### config.mk
export PLATFORM = sky130hd
export DESIGN_NAME = blink_scheduler
export DESIGN_NICKNAME = d
export VERILOG_FILES = /design/src/rtl/blink_pkg.sv /design/src/rtl/button_debouncer.sv /design/src/rtl/blink_scheduler.sv
export SDC_FILE = /design/constraint.sdc
export NUM_CORES = 1
export LEC_CHECK = 0
export BUFFER_PORTS_ARGS = -buffer_cell sky130_fd_sc_hd__clkbuf_2
export CORE_UTILIZATION = 55
export DETAILED_ROUTE_END_ITERATION = 6
export GPL_TIMING_DRIVEN = 0
export PLACE_DENSITY = 0.75
export SKIP_CTS_REPAIR_TIMING = 1
export SLEW_MARGIN = 30
export SYNTH_ARGS = -nofsm -noshare
export SYNTH_HDL_FRONTEND = slang
export SYNTH_SLANG_ARGS = --single-unit
### constraint.sdc
create_clock -name clk -period 2.6 [get_ports clk]
set_input_delay 0.13 -clock clk [delete_from_list [all_inputs] [get_ports clk]]
set_output_delay 0.13 -clock clk [all_outputs]
set_load 0.01 [all_outputs]
### src/rtl/blink_pkg.sv
// ============================================================================
// Module      : blink_pkg
// Description : Mode encodings and LED entry values shared by the scheduler.
// Revision    : 1.0 - initial release
// ============================================================================
`default_nettype none

package blink_pkg;

    typedef enum logic [1:0] {
        MODE_OFF  = 2'b00,
        MODE_DUAL = 2'b01,
        MODE_SLOW = 2'b10,
        MODE_ALT  = 2'b11
    } mode_e;

    localparam logic [1:0] LED_ALT_ENTRY = 2'b01;
    localparam logic [1:0] LED_DARK      = 2'b00;

    function automatic mode_e next_mode(input mode_e m);
        case (m)
            MODE_OFF:  return MODE_DUAL;
            MODE_DUAL: return MODE_SLOW;
            MODE_SLOW: return MODE_ALT;
            default:   return MODE_OFF;
        endcase
    endfunction

    function automatic logic [1:0] entry_led(input mode_e m);
        return (m == MODE_ALT) ? LED_ALT_ENTRY : LED_DARK;
    endfunction

endpackage

`default_nettype wire

### src/rtl/button_debouncer.sv
// ============================================================================
// Module      : button_debouncer
// Description : Two-flop synchronizer, debounce counter and rising-edge press.
// Revision    : 1.0 - initial release
// ============================================================================
`default_nettype none

module button_debouncer #(
    parameter int unsigned DEBOUNCE_MAX = 120000 - 1
) (
    input  logic clk,
    input  logic rst,
    input  logic btn_in,
    output logic btn_stable,
    output logic press
);

    localparam int DB_WIDTH = (DEBOUNCE_MAX > 0) ? $clog2(DEBOUNCE_MAX + 1) : 1;
    localparam logic [DB_WIDTH-1:0] DB_LAST = DB_WIDTH'(DEBOUNCE_MAX);

    logic [1:0]          sync_q,   sync_d;
    logic                stable_q, stable_d;
    logic [DB_WIDTH-1:0] db_cnt_q, db_cnt_d;
    logic                w_btn_sync;
    logic                w_db_done;

    // press is combinational so the consumer acts on the same edge that
    // btn_stable rises.
    always_comb begin
        sync_d     = {sync_q[0], btn_in};
        w_btn_sync = sync_q[1];
        w_db_done  = (w_btn_sync != stable_q) && (db_cnt_q == DB_LAST);
        stable_d   = w_db_done ? w_btn_sync : stable_q;
        db_cnt_d   = db_cnt_q + 1'b1;
        if ((w_btn_sync == stable_q) || w_db_done) begin
            db_cnt_d = '0;
        end
        press = w_db_done && w_btn_sync;
    end

    always_ff @(posedge clk) begin
        if (rst) begin
            sync_q   <= 2'b00;
            stable_q <= 1'b0;
            db_cnt_q <= '0;
        end else begin
            sync_q   <= sync_d;
            stable_q <= stable_d;
            db_cnt_q <= db_cnt_d;
        end
    end

    assign btn_stable = stable_q;

endmodule

`default_nettype wire

### src/rtl/blink_scheduler.sv
// ============================================================================
// Module      : blink_scheduler
// Description : Button-selected LED blink patterns driven by a prescaled tick.
// Revision    : 1.0 - initial release
// ============================================================================
`default_nettype none

module blink_scheduler
    import blink_pkg::*;
#(
    parameter int          COUNT_WIDTH  = 32,
    parameter int unsigned TICK_MAX     = 1500000 - 1,
    parameter int unsigned DEBOUNCE_MAX = 120000 - 1
) (
    input  logic       clk,
    input  logic       rst,
    input  logic       btn_mode,
    output logic [1:0] led,
    output logic [1:0] mode
);

    localparam logic [COUNT_WIDTH-1:0] TICK_LAST = COUNT_WIDTH'(TICK_MAX);

    logic [COUNT_WIDTH-1:0] cnt_q,   cnt_d;
    logic [1:0]             phase_q, phase_d;
    mode_e                  mode_q,  mode_d;
    logic [1:0]             led_q,   led_d;
    logic                   w_tick;
    logic                   w_slow;
    logic                   w_press;
    logic                   w_btn_stable;

    button_debouncer #(
        .DEBOUNCE_MAX (DEBOUNCE_MAX)
    ) u_debouncer (
        .clk        (clk),
        .rst        (rst),
        .btn_in     (btn_mode),
        .btn_stable (w_btn_stable),
        .press      (w_press)
    );

    always_comb begin
        w_tick  = (cnt_q == TICK_LAST);
        w_slow  = w_tick && (phase_q == 2'd3);
        cnt_d   = w_tick ? '0 : cnt_q + 1'b1;
        phase_d = w_tick ? phase_q + 2'd1 : phase_q;
        mode_d  = mode_q;
        led_d   = led_q;

        // A press restarts the timebase, so a coincident tick never toggles.
        if (w_press) begin
            cnt_d   = '0;
            phase_d = 2'd0;
            mode_d  = next_mode(mode_q);
            led_d   = entry_led(next_mode(mode_q));
        end else begin
            case (mode_q)
                MODE_OFF: led_d = LED_DARK;
                MODE_DUAL: begin
                    if (w_tick) led_d[0] = ~led_q[0];
                    if (w_slow) led_d[1] = ~led_q[1];
                end
                default: begin
                    if (w_slow) led_d = ~led_q;
                end
            endcase
        end
    end

    always_ff @(posedge clk) begin
        if (rst) begin
            cnt_q   <= '0;
            phase_q <= 2'd0;
            mode_q  <= MODE_OFF;
            led_q   <= LED_DARK;
        end else begin
            cnt_q   <= cnt_d;
            phase_q <= phase_d;
            mode_q  <= mode_d;
            led_q   <= led_d;
        end
    end

    // The press edge is the one where btn_stable is still low.
    a_press_on_rise: assert property (@(posedge clk) disable iff (rst)
                                      w_press |-> !w_btn_stable);

    assign led  = led_q;
    assign mode = mode_q;

endmodule

`default_nettype wire

==> impl_metrics.ini, run 1 <==
[cts]
htree_levels = 3
clock_sinks = 58
cts.clk_slew.worst_paths_ps = 60
cts_tree = yes
clk_latency_ps = 330
cts_buffers = 9
clk_path_buf_depth = 2
root_buffer = clkbuf_8

[floorplan]
coreArea_mm2 = 0.00472
die_w_um = 72.1
die_area_mm2 = 0.00520
fp.dieH_um = 72.1
start_util = 0.573
ios = 7
rows = 25

[worst_setup_path]
cp_max_fo = 10
rrSetupSlack_ps = 350
cp.arrival_ps = 2460
reg2regPathDepth = 8
r2r-end = cnt_q[12]
endpoint_kind = register
crit_type = register to register
required_ps = 2820
cp-start-kind = register
reg2reg_from = u_debouncer.db_cnt_q[0]

[cells_and_area]
multi_input_area_mm2 = 0.00143
fin_area_mm2 = 0.00302
register_area_mm2 = 0.00116
diodes = 0
area_growth_pct = 11.7
final_cells = 399
nFillCells = 407
nets = 337
final_util = 0.640
drive_gt1_frac = 0.0873

[placed_design]
placed_cells = 384
placed_cell_area_mm2 = 0.00282
post-dp-hpwl_um = 3500
portBuffers = 6
place_congestion = 0.780

[logic_synthesis]
netlist_area_mm2 = 0.00271
synthCells = 311
yosysUniqueCellTypes = 36
synth_area_leader_cell = dfxtp_1
ys_ff_latch = 58
seq_area_frac_synth = 0.429
async_flop_share = 0
syn_nets = 320
syn_area_per_cell_um2 = 8.70
synth_edf_count = 0
synth_area_leaders = dfxtp_1 (43%), xnor2_1 (12%), nor2_1 (8.7%), xor2_1 (3.9%), nand3_1 (3.1%)
synth-main-ff-cell = dfxtp_1
ys_warn_count = 0
yosys.area.top_type_share = 0.429

[drt]
wl_um = 5020
wire_per_inst_um = 12.6
dr.pass1.iters = 7
via_count = 2120
drt-initial-drc-count = 81
ant_nets = 0
viasPerCell = 5.31
remaining_drc_errors = 0

[sta]
post-route-min-period_ps = 2250
post-route-period-util = 0.863
setup_tns_ps = 0
tightestPinTransition_ps = 799
hold_viol_final = 0
finalSetupViolations = 0
max_freq_ghz = 0.445
clock_skew_ps = 5.76
relSlewSlack = 0.463
rsz0062_at_grt = no
slew_violations = 0

[power_and_ir_drop]
p_per_area_mw_per_mm2 = 586
comb_power_share = 0.018
p_sw_uw = 349
p_seq_frac = 0.508
p_int_mw = 1.42
sw_frac_of_total = 0.197
vdd_drop_max_mv = 0.409
total_leakage_power_nw = 0.965
power_mw = 1.77
clkPwrFrac = 0.474

[global_routing]
grt_pass1_vias = 2058
grt_max_degree = 11
antenna_found_initial = 0
track_usage = 0.223
grt_overflow = 0
grt_pass1_wl_um = 8800

[hold_path]
hold_path_class = primary input to register
min_from = btn_mode
hold_depth = 2
hold_end = u_debouncer.sync_q[0]

[job]
maxCapViolCount = 0

[outcome]
status = finished clean
critical path, stage by stage, from the launching register on:
cell and delay, ps:
dfxtp_1 370, ha_1 220, nand4_1 210, or4_1 560, buf_2 170, o21ai_4 220
or2_4 190, buf_6 140, nor2_1 60
area by class of cell:
cell class                      count  share of cell area
Inverter                           14              0.0174
Multi-Input combinational cell    228               0.472
Buffer                             11              0.0219
Tap cell                           67              0.0277
Clock inverter                      2              0.0116
Clock buffer                       13              0.0559
Timing Repair Buffer                6             0.00993
Sequential cell                    58               0.384
power by group through the flow:
stage          clock, mW  sequential, mW  combinational (mW)
3_3_place_gp           0           0.918              0.0323
2_1_floorplan          0           0.917              0.0244
6_report           0.840           0.899              0.0322
4_1_cts            0.862           0.898              0.0333
5_1_grt            0.902           0.899              0.0363
3_5_place_dp           0           0.918              0.0330
kinds of logic after synthesis:
kind of cell	synth area share
simple gates	0.318
flops	0.429
xor+xnor	0.155
buf+inv	0.0439
fa+ha+maj	0.0277
compound gates	0.0153
mux	0.0111
synth_stat cells (3+ instances only):
library cell,count
nor2_1,63
dfxtp_1,58
xnor2_1,36
nand3_1,17
nor3_1,17
inv_1,14
nand2_1,13
xor2_1,12
nand4_1,11
nor4_1,11
ha_1,6
and4_1,5
clkbuf_1,5
and3_1,4
or3_1,4
buf_6,3
mux2i_1,3
nor2b_1,3
nor4b_1,3
or4_1,3
metal layers:
| layer | vias up | GRT usage | routed length (um) |
|---|---|---|---|
| met5 | - | 0 | 0 |
| met4 | 0 | 0.105 | 90 |
| met3 | 9 | 0.0875 | 191 |
| li1 | 1093 | - | - |
| met1 | 984 | 0.239 | 2240 |
| met2 | 34 | 0.383 | 2500 |
flip-flops by register name (all words and copies together) (netlist names):
name	flops
cnt_q	32
mode	2
phase_q	2
u_debouncer.sync_q	2
u_debouncer.db_cnt_q	17
u_debouncer.btn_stable	1
led	2
metrics by stage:
| stage | setup WS, ps | hold WS, ps |
|---|---|---|
| after detailed placement | 317 | 353 |
| after global placement | 369 | 353 |
| final | 355 | 19.1 |
| after floorplan | 613 | 202 |
| after global routing | 195 | 19.7 |
| after CTS | 328 | -4.38 |
cells in the final DEF, fill, tap and decap left out, types with 6 or more instances in the layout:
master    synthesis  routed
nor2_1           63      63
dfxtp_1          58      58
xnor2_1          36      36
nand3_1          17      17
nor3_1           17      17
inv_1            14      14
nand2_1          13      13
xor2_1           12      12
clkbuf_8          0      12
nand4_1          11      11
nor4_1           11      11
clkbuf_1          5       6
ha_1              6       6
clkbuf_2          0       6
how the worst max path moves through the flow:
stage,from,end,cells after the start
floorplan,u_debouncer.db_cnt_q[0],cnt_q[9],8
global placement,u_debouncer.db_cnt_q[0],cnt_q[19],8
detailed placement,u_debouncer.db_cnt_q[0],cnt_q[21],8
CTS,u_debouncer.db_cnt_q[0],cnt_q[21],8
global route,u_debouncer.db_cnt_q[0],cnt_q[25],8
finish,u_debouncer.db_cnt_q[0],cnt_q[12],8
Power figures use the tool's default switching activity.
==> run 2: changes to the inputs <==
--- a/config.mk
+++ b/config.mk
@@ -14,4 +14,5 @@
 export SLEW_MARGIN = 30
 export SYNTH_ARGS = -nofsm -noshare
 export SYNTH_HDL_FRONTEND = slang
+export SYNTH_HIERARCHICAL = 1
 export SYNTH_SLANG_ARGS = --single-unit
==> impl_metrics.ini, run 2 <==
[power_and_ir_drop]
vdd_drop_max_mv = 0.434
p_per_area_mw_per_mm2 = 557
power_mw = 1.74
clkPwrFrac = 0.462
p_sw_uw = 368
p_int_mw = 1.37
p_seq_frac = 0.518
sw_frac_of_total = 0.212
comb_power_share = 0.019
total_leakage_power_nw = 1.03

[global_routing]
grt_overflow = 0
antenna_found_initial = 0
grt_pass1_wl_um = 8960
grt_pass1_vias = 2011
track_usage = 0.223
grt_max_degree = 11

[logic_synthesis]
synth_compound_area_frac = 0.0107
netlist_area_mm2 = 0.00280
yosys.area_share.xor_xnor = 0.144
synth_most_common_cell = nor2_1
synth-main-ff-cell = dfxtp_1
yosys-top-cells-count = nor2_1 (66), dfxtp_1 (58), xnor2_1 (30), nand2_1 (20)
synth_top_family_by_area = simple AND/OR/NAND/NOR gates
yosysUniqueCellTypes = 44
yosys.area.top_type_share = 0.415
async_flop_share = 0
synthCells = 312
synthSimpleGateAreaFrac = 0.349
ys_ff_latch = 58
seq_area_frac_synth = 0.415
synthAdderAreaFrac = 0.0357
syn_nets = 323
synth_area_leader_cell = dfxtp_1
synth_area_leaders = dfxtp_1 (41%), xnor2_1 (9.4%), nor2_1 (8.8%), xor2_1 (5.0%), ha_1 (3.6%)
synth_edf_count = 0
syn_area_per_cell_um2 = 8.97
ys_warn_count = 6
synthMuxAreaShare = 0.0179

[worst_setup_path]
crit_buf_inv = 2
cp.arrival_ps = 2710
cp-start-kind = register
critPathLaunch = u_debouncer/db_cnt_q[1]
crit_type = register to register
path_delay_family = simple AND/OR/NAND/NOR gates
reg2regPathDepth = 9
rrSetupSlack_ps = 130
endpoint_kind = register
reg2reg_from = u_debouncer/db_cnt_q[1]
cp_max_fo = 10
r2r-end = cnt_q[7]
required_ps = 2840
cp_slowest_cell = or4_4
cp-endpoint = cnt_q[7]
crit_chain = ha_2 -> nand4b_1 -> or4_4 -> nor3b_4 -> or2_2 -> clkbuf_1 -> or2_4 -> clkbuf_8 -> nor2_1
cpPeakStageDelay_ps = 550
cp.depth = 9

[placed_design]
place_congestion = 0.842
portBuffers = 6
post-dp-hpwl_um = 3610
dp_slack_ps = -210

[floorplan]
coreArea_mm2 = 0.00482
fp.dieH_um = 73.4
ios = 7
start_util = 0.581
die_area_mm2 = 0.00538
die_w_um = 73.4
rows = 25

[drt]
ant_nets = 0
wire_per_inst_um = 13.1
remaining_drc_errors = 0
viasPerCell = 5.49
wl_um = 5240
dr.pass1.iters = 4
via_count = 2203
drt-initial-drc-count = 104

[cells_and_area]
diodes = 0
drive_gt1_frac = 0.135
area_growth_pct = 11.5
final_cell_mix = nor2_1 (66), dfxtp_1 (57), xnor2_1 (30), nand2_1 (20)
reg_top3 = cnt_q x32, u_debouncer/db_cnt_q x17
nets = 341
final_common_cell = nor2_1
largest_reg_flops = 32
largest_register = cnt_q

[sta]
post-route-min-period_ps = 2470
relSlewSlack = 0.464
max_freq_ghz = 0.405
clock_skew_ps = 9.94
hold_viol_final = 0
layout_setup_ws_ps = 132
rsz0062_at_grt = no
tightestPinTransition_ps = 796
post-route-period-util = 0.949
setup_tns_ps = 0
slew_violations = 0
finalSetupViolations = 0

[cts]
cts_tree = yes
cts.clk_slew.worst_paths_ps = 60
htree_levels = 3
clk_path_buf_depth = 2
clk_latency_ps = 350
clock_sinks = 58
cts_buffers = 9
root_buffer = clkbuf_8

[hold_path]
hold_path_class = primary input to register

[job]
maxCapViolCount = 0

[outcome]
status = finished clean
[run 2: cell count changes in the layout (fill, tap and decap cells not counted), moves of 4 or more]
| cell | previous run | this run |
|---|---|---|
| inv_1 | 14 | 5 |
| nand2_1 | 13 | 20 |
| nand4_1 | 11 | 16 |
| xor2_1 | 12 | 16 |
| nor3_1 | 17 | 9 |
| xnor2_1 | 36 | 30 |
[run 2: layout make-up]
class / count / area (um^2)
Multi-Input combinational cell: 242 / 1580
Inverter: 5 / 18.8
Clock buffer: 12 / 145
Clock inverter: 3 / 40.0
Sequential cell: 58 / 1160
Fill cell: 424 / 1700
Timing Repair Buffer: 7 / 37.5
Buffer: 7 / 58.8
Tap cell: 67 / 83.8
[run 2: per-layer routing]
metal | routed length [um] | vias to the layer above | track usage | part of all wire
li1 | - | 1122 | - | -
met1 | 2460 | 1038 | 0.264 | 0.47
met2 | 2510 | 33 | 0.366 | 0.48
met3 | 184 | 10 | 0.0782 | 0.035
met4 | 95 | 0 | 0.0940 | 0.018
met5 | 0 | - | 0 | 0
[run 2: cells by family after synthesis]
logic type,after synthesis
mux,5
compound gates,4
fa+ha+maj,8
simple gates,179
xor+xnor,46
flops,58
buf+inv,12
[run 2: worst min-delay path by stage]
stage | endpoint | depth (start not counted) | startpoint
6_report | u_debouncer/sync_q[0] | 2 | btn_mode
5_1_grt | u_debouncer/sync_q[0] | 2 | btn_mode
4_1_cts | u_debouncer/sync_q[0] | 2 | btn_mode
3_5_place_dp | u_debouncer/sync_q[0] | 2 | btn_mode
3_3_place_gp | u_debouncer/sync_q[0] | 2 | btn_mode
2_1_floorplan | u_debouncer/sync_q[0] | 1 | rst
[run 2: worst reg2reg max path: cells and delay by family, from the launching register on]
kind	cells	cell delay [ps]
buffers and inverters	2	400
flip-flops	1	430
AND/OR/NAND/NOR	6	1260
adder cells (fa/ha/maj)	1	290
[run 2: metrics by stage]
step                 util  instance area [um^2]  hold slack (ps)  cells
floorplan               -                  2810              202    312
global placement    0.606                  2920              397    385
detailed placement  0.606                  2920              385    385
CTS                 0.644                  3100             22.2    400
global route        0.648                  3120             28.3    401
finish              0.648                  3120             35.5    401
[run 2: power groups by stage]
stage	registers, mW	logic [mW]	clock network [mW]
detailed placement	0.920	0.0339	0
global route	0.901	0.0371	0.854
global placement	0.920	0.0337	0
finish	0.901	0.0338	0.803
floorplan	0.919	0.0251	0
CTS	0.900	0.0341	0.824
==> run 3: changes to the inputs <==
--- a/config.mk
+++ b/config.mk
@@ -5,11 +5,12 @@
 export SDC_FILE = /design/constraint.sdc
 export NUM_CORES = 1
 export LEC_CHECK = 0
+export ABC_AREA = 1
 export BUFFER_PORTS_ARGS = -buffer_cell sky130_fd_sc_hd__clkbuf_2
 export CORE_UTILIZATION = 55
 export DETAILED_ROUTE_END_ITERATION = 6
 export GPL_TIMING_DRIVEN = 0
-export PLACE_DENSITY = 0.75
+export PLACE_DENSITY = 0.74
 export SKIP_CTS_REPAIR_TIMING = 1
 export SLEW_MARGIN = 30
 export SYNTH_ARGS = -nofsm -noshare
==> impl_metrics.ini, run 3 <==
[placed_design]
place_congestion = 0.887
post-dp-hpwl_um = 5410
placed_cell_area_mm2 = 0.00347
portBuffers = 6
placed_cells = 576
dp_slack_ps = 429

[logic_synthesis]
yosys-top-cells-count = nand2_1 (116), nor2_1 (92), inv_1 (65), dfxtp_1 (58), nand3_1 (28)
ys_ff_latch = 58
yosys.area_share.xor_xnor = 0.0524
synth_edf_count = 0
synthMuxAreaShare = 0
synth_most_common_cell = nand2_1
yosysUniqueCellTypes = 31
synth_area_leaders = dfxtp_1 (35%), nand2_1 (13%), nor2_1 (10%), inv_1 (7.3%), nand3_1 (4.2%)
synthSimpleGateAreaFrac = 0.429
seq_area_frac_synth = 0.347
synth-main-ff-cell = dfxtp_1
synth_compound_area_frac = 0.0464
syn_area_per_cell_um2 = 6.76
async_flop_share = 0
yosys.area.top_type_share = 0.347
synth_area_leader_cell = dfxtp_1
synth_top_family_by_area = simple AND/OR/NAND/NOR gates
netlist_area_mm2 = 0.00334
syn_nets = 506
ys_warn_count = 6
synthCells = 495
synthAdderAreaFrac = 0.0299

[cells_and_area]
reg_top3 = cnt_q x32, u_debouncer/db_cnt_q x17
area_growth_pct = 9.54
final_common_cell = nand2_1
register_area_mm2 = 0.00116
final_cell_mix = nand2_1 (116), nor2_1 (92), inv_1 (65), dfxtp_1 (58), nand3_1 (28)
nets = 524
final_cells = 593
multi_input_area_mm2 = 0.00187
largest_reg_flops = 32
final_util = 0.622
fin_area_mm2 = 0.00366
diodes = 0
largest_register = cnt_q
nFillCells = 564
drive_gt1_frac = 0.141

[sta]
hold_viol_final = 0
rsz0062_at_grt = no
finalSetupViolations = 0
post-route-period-util = 0.834
post-route-min-period_ps = 2170
layout_setup_ws_ps = 432
relSlewSlack = 0.724
clock_skew_ps = 5.47
tightestPinTransition_ps = 410
whs_ps = 41.8
setup_tns_ps = 0
max_freq_ghz = 0.461
slew_violations = 0

[outcome]
status = finished clean

[floorplan]
rows = 28
die_w_um = 80.0
ios = 7
fp.dieH_um = 80.0
coreArea_mm2 = 0.00589
start_util = 0.568
die_area_mm2 = 0.00640

[global_routing]
grt_pass1_vias = 2783
grt_overflow = 0
track_usage = 0.249
grt_max_degree = 11
grt_pass1_wl_um = 12000
antenna_found_initial = 0

[hold_path]
hold_path_class = primary input to register

[power_and_ir_drop]
vdd_drop_max_mv = 0.359
p_per_area_mw_per_mm2 = 474
power_mw = 1.74
total_leakage_power_nw = 1.35

[worst_setup_path]
endpoint_kind = register
cp_max_fo = 6
crit_chain = ha_1 -> nand3_2 -> nor2_4 -> nand3_2 -> nor3_1 -> nor2_1 -> inv_1 -> nor2_1 -> o21ai_0 -> nor2_1
cp_slowest_cell = dfxtp_1
cp-start-kind = register
cp.arrival_ps = 2410
crit_type = register to register
required_ps = 2840
path_delay_family = simple AND/OR/NAND/NOR gates
cpMostUsedCell = nor2_1
cpPeakStageDelay_ps = 390
crit_buf_inv = 1

[cts]
clk_latency_ps = 350
cts_tree = yes
clk_path_buf_depth = 2
clock_sinks = 58
root_buffer = clkbuf_8
htree_levels = 3
cts_buffers = 9
cts.clk_slew.worst_paths_ps = 60

[drt]
viasPerCell = 5.06
wire_per_inst_um = 12.0
via_count = 3003
drt-initial-drc-count = 127
dr.pass1.iters = 4
wl_um = 7130
ant_nets = 0
remaining_drc_errors = 0

[job]
maxCapViolCount = 0
==> run 3: layer usage <==
layer	vias to the layer above	wire length, um	part of all wire	global-route usage
li1	1566	-	-	-
met1	1347	3200	0.45	0.289
met2	63	3400	0.48	0.410
met3	27	228	0.032	0.0503
met4	0	304	0.043	0.168
met5	-	0	0	0
==> run 3: layout make-up <==
class,instances,area share
multi-input cells,363,0.510
flip-flops and latches,58,0.317
inverters,70,0.0717
clock buffers,10,0.0348
well taps,75,0.0256
clock inverters,6,0.0157
plain buffers,4,0.0147
repair buffers,7,0.0109
==> run 3: final timing paths <==
kind | start | endpoint | slack [ps] | cells after the start
worst min-delay path | rst | u_debouncer/sync_q[0] | 40 | 2
worst max-delay path | u_debouncer/db_cnt_q[0] | cnt_q[3] | 430 | 10
worst min register to register | u_debouncer/sync_q[0] | u_debouncer/sync_q[1] | 400 | 2
worst max register to register | u_debouncer/db_cnt_q[0] | cnt_q[3] | 430 | 10
==> run 3: logic make-up after synthesis <==
logic type,count (synthesis)
xor+xnor,20
simple gates,305
compound gates,30
flops,58
fa+ha+maj,8
buf+inv,74
==> run 3: power breakdown <==
| group | internal (mW) | total [mW] | leakage [nW] | switching, mW |
|---|---|---|---|---|
| sequential | 0.894 | 0.898 | 0.468 | 0.00346 |
| clock | 0.435 | 0.799 | 0.0958 | 0.364 |
| combinational | 0.0154 | 0.0396 | 0.790 | 0.0242 |
